===== config.mk =====
export PLATFORM = sky130hd
export DESIGN_NAME = max_score_tracker
export DESIGN_NICKNAME = d
export VERILOG_FILES = /design/src/rtl/max_score_tracker.sv
export SDC_FILE = /design/constraint.sdc
export NUM_CORES = 1
export LEC_CHECK = 0
export ABC_AREA = 0
export BUFFER_PORTS_ARGS = -buffer_cell sky130_fd_sc_hd__buf_2
export CAP_MARGIN = 10
export CORE_UTILIZATION = 40
export CTS_CLUSTER_DIAMETER = 120
export DETAILED_ROUTE_END_ITERATION = 12
export PLACE_DENSITY_LB_ADDON = 0.15
export SLEW_MARGIN = 20
export SYNTH_ARGS = -nofsm -noshare
export SYNTH_HDL_FRONTEND = slang
export SYNTH_SLANG_ARGS = --single-unit

===== constraint.sdc =====
create_clock -name clk -period 2.7 [get_ports clk]
set_input_delay 0.135 -clock clk [delete_from_list [all_inputs] [get_ports clk]]
set_output_delay 0.135 -clock clk [all_outputs]
set_load 0.02 [all_outputs]

===== src/rtl/max_score_tracker.sv =====
// Folds one (score,row,col) candidate per cycle into a running best over a sweep.
// Latency: result valid 1 cycle after the last beat is accepted.
// Backpressure: result held in HOLD until res_ready; beats arriving there are dropped and flagged.
module max_score_tracker #(
  parameter int CNT_WIDTH      = 16,
  parameter int SCORE_WIDTH    = 16,
  parameter int ROW_BITS_WIDTH = 10,
  parameter int COL_BITS_WIDTH = 10
) (
  input  logic                      clk,
  input  logic                      rst,
  input  logic                      start,
  input  logic                      cand_valid,
  input  logic                      cand_last,
  input  logic [SCORE_WIDTH-1:0]    cand_score,
  input  logic [ROW_BITS_WIDTH-1:0] cand_row,
  input  logic [COL_BITS_WIDTH-1:0] cand_col,
  output logic                      busy,
  output logic                      cand_drop,
  output logic                      res_valid,
  input  logic                      res_ready,
  output logic [SCORE_WIDTH-1:0]    res_score,
  output logic [ROW_BITS_WIDTH-1:0] res_row,
  output logic [COL_BITS_WIDTH-1:0] res_col,
  output logic [CNT_WIDTH-1:0]      res_count
);

  typedef enum logic [1:0] {IDLE, TRACK, HOLD} state_t;

  typedef struct packed {
    logic [SCORE_WIDTH-1:0]    score;
    logic [ROW_BITS_WIDTH-1:0] row;
    logic [COL_BITS_WIDTH-1:0] col;
  } cell_t;

  state_t               state;
  cell_t                best;
  logic [CNT_WIDTH-1:0] count;

  always_ff @(posedge clk) begin
    if (rst) begin
      state     <= IDLE;
      busy      <= 1'b0;
      cand_drop <= 1'b0;
      res_valid <= 1'b0;
      best      <= '0;
      count     <= '0;
    end else begin
      cand_drop <= 1'b0;
      case (state)
        IDLE: begin
          if (cand_valid) cand_drop <= 1'b1;
          if (start) begin
            state <= TRACK;
            busy  <= 1'b1;
            best  <= '0;
            count <= '0;
          end
        end
        TRACK: begin
          // A restart discards any beat presented in the same cycle.
          if (start) begin
            best  <= '0;
            count <= '0;
          end else if (cand_valid) begin
            if (count != {CNT_WIDTH{1'b1}}) count <= count + 1'b1;
            // Strict compare: ties keep the earlier (lower-index) candidate.
            if (cand_score > best.score) best <= '{cand_score, cand_row, cand_col};
            if (cand_last) begin
              state     <= HOLD;
              res_valid <= 1'b1;
            end
          end
        end
        HOLD: begin
          if (cand_valid) cand_drop <= 1'b1;
          if (res_ready) begin
            state     <= IDLE;
            busy      <= 1'b0;
            res_valid <= 1'b0;
          end
        end
        default: begin
          state     <= IDLE;
          busy      <= 1'b0;
          res_valid <= 1'b0;
        end
      endcase
    end
  end

  assign res_score = best.score;
  assign res_row   = best.row;
  assign res_col   = best.col;
  assign res_count = count;

endmodule


==> flow_summary.ini <==
[clock_tree]
cts-root-buf = clkbuf_8
cts-buffers-inserted = 9
cts_resized = 0
htreeDepth = 3
hold_buffers = 0
cts_setup_buffers = 0
cts_tree = yes
cts_buffer_depth = 2
cts_sinks = 57
clk_pin_slew_ns = 0.07
insertion_delay_ns = 0.33

[floorplan]
chipHeight_um = 88.4
initial_utilization_pct = 41.2
dieArea_um2 = 7820
core_um2 = 7250
ios = 97
chipWidth_um = 88.4
fp-row-count = 31

[synthesis]
synth_common_cells = 57 x dfxtp_1, 50 x nand2_1, 36 x mux2i_1, 36 x nand2b_1, 22 x a21oi_1
ys_ff_latch = 57
synth_warnings = 0
async_flop_share_pct = 0
synth-edff-count = 0
synth_nets = 397
synth_ff_type = dfxtp_1
syn_inst = 338
synth_area_leaders = dfxtp_1 38%, mux2i_1 12%, nand2b_1 7.5%
syn_area_um2 = 2990
yosysTopAreaCellShare_pct = 38.2
yosys.area.top_type = dfxtp_1
syn_area_per_cell_um2 = 8.84
synth.most_common_cell = dfxtp_1
ys_types = 46
yosysSeqAreaShare_pct = 38.2

[setup_path]
cp_max_fo = 24
critical_path_class = register to register
endpoint_kind = register
setup.worst_path.start = res_score[15]
ff2ff_setup_slack_ns = 0.19
cp-start-kind = register
cp_data_required_time_ns = 2.95
crit_arrival_ns = 2.77
rr_endpoint = res_col[4]
rr_worst_depth = 8
reg2reg_from = res_score[15]

[hold_path]
whs_endpoint = res_row[7]
min_path_cells = 3
hold_class = input port to register
hp-start = cand_row[7]

[grt]
grt_antenna_before_repair = 0
grt_pass1_vias = 2317
grt_pass1_wl_mm = 10.8
grt_usage_pct = 18.1
grt_max_degree = 35
grt.overflow.total = 0

[timing]
min_period_ns = 2.51
timing.fmax_mhz = 398
tns_ns = 0
setup_viol = 0
rsz0062_at_grt = no
worstMarginPinSlew_ns = 0.512
slew_violations = 0
skew_ns = 0.00683
hold_viol = 0
finalCritPeriodShare_pct = 93.0
max_slew_margin_pct = 65.8

[drt]
vias = 2630
drcViolationCount = 0
dr.pass1.iters = 4
via_per_inst = 4.86
wl_per_cell_um = 12.7
wl_mm = 6.85
drtAntennaViolNets = 0
detail_route.iter0.violations = 43

[layout]
num-fill-cells = 711
utilization_pct = 52.4
multi_input_area_um2 = 1670
area_growth_pct = 27.3
drive_gt1_share_pct = 28.5
diodes = 0
layout.nets = 496
regArea_um2 = 1140

[flow_run]
cap_violations = 0

[power]
p_leak_nw = 1.68
power_density_nw_per_um2 = 548
ir_drop_uv = 267

[placed_design]
portBuffers = 96
hpwl_mm = 4.88
place_congestion = 0.776

[run_status]
outcome = completed
-- worst max-delay path, stage by stage (launching register included) --
cell,delay [ns]
dfxtp_1,0.34
inv_1,0.05
ha_1,0.30
nand4_1,0.15
or4_1,0.57
a21o_1,0.20
a31oi_4,0.16
buf_4,0.39
mux2i_1,0.26
-- flip-flops by register name (all words and copies together), names as in the netlist --
name / cells
res_count: 16
res_score: 16
state: 2
res_col: 10
res_row: 10
busy: 1
res_valid: 1
cand_drop: 1
-- cell type report --
cell class	count	share of cell area (%)
clock buffers	11	3.72
clock inverters	5	2.70
multi-input cells	245	43.9
flip-flops and latches	57	30.0
well taps	99	3.26
inverters	21	2.07
repair buffers	103	14.4
-- power by group --
part	switching [mW]	internal (mW)
Sequential	0.0125	0.858
Combinational	0.126	0.101
Clock	0.350	0.637
-- worst max path at each step --
stage / end / slack (ns) / depth (start not counted)
after floorplan: res_col[0] / 0.34 / 9
after global placement: res_col[6] / 0.30 / 8
after detailed placement: res_col[6] / 0.21 / 8
after CTS: res_col[2] / 0.17 / 8
after global routing: res_score[13] / 0.05 / 8
final: res_col[4] / 0.19 / 8
-- layout by cell type (no fill, tap or decap), types with 2 or more instances in the layout --
cell type / count
a21o_1: 2
a21oi_1: 22
and2_1: 3
and3_1: 2
buf_2: 96
buf_4: 6
bufinv_16: 3
clkbuf_8: 10
dfxtp_1: 57
ha_1: 17
inv_1: 21
mux2i_1: 36
nand2_1: 50
nand2b_1: 36
nand3_1: 5
nand4_1: 5
nor2_1: 12
nor2b_1: 4
o2111ai_1: 2
o211ai_1: 3
o21ai_0: 10
o21ai_1: 4
or3_1: 4
or4_1: 3
xor2_1: 4
-- metal layers --
metal	track usage (%)	vias to the layer above	part of all wire, %
li1	-	1354	-
met1	22.4	1213	46
met2	29.0	56	47
met3	6.62	7	5.4
met4	6.60	0	1.2
met5	0	-	0
-- cell families after synthesis --
group | count (synthesis) | synth area share (%)
XOR/XNOR | 4 | 1.17
adder cells (fa/ha/maj) | 17 | 7.12
flip-flops | 57 | 38.2
buffers and inverters | 36 | 6.45
AO/OA/AOI/OAI | 51 | 10.1
AND/OR/NAND/NOR | 137 | 24.8
multiplexers | 36 | 12.1
-- per-stage QoR --
step / area (um2) / hold WS, ns / setup slack (ns) / total power, mW / cells
after floorplan: 2990 / 0.277 / 0.336 / 1.05 / 338
after global placement: 3560 / 0.382 / 0.296 / 1.12 / 525
after detailed placement: 3560 / 0.392 / 0.205 / 1.12 / 525
after CTS: 3800 / 0.0214 / 0.169 / 2.12 / 541
after global routing: 3800 / 0.0277 / 0.0486 / 2.17 / 541
final: 3800 / 0.0409 / 0.188 / 2.08 / 541
(Power assumes the default switching activity.)
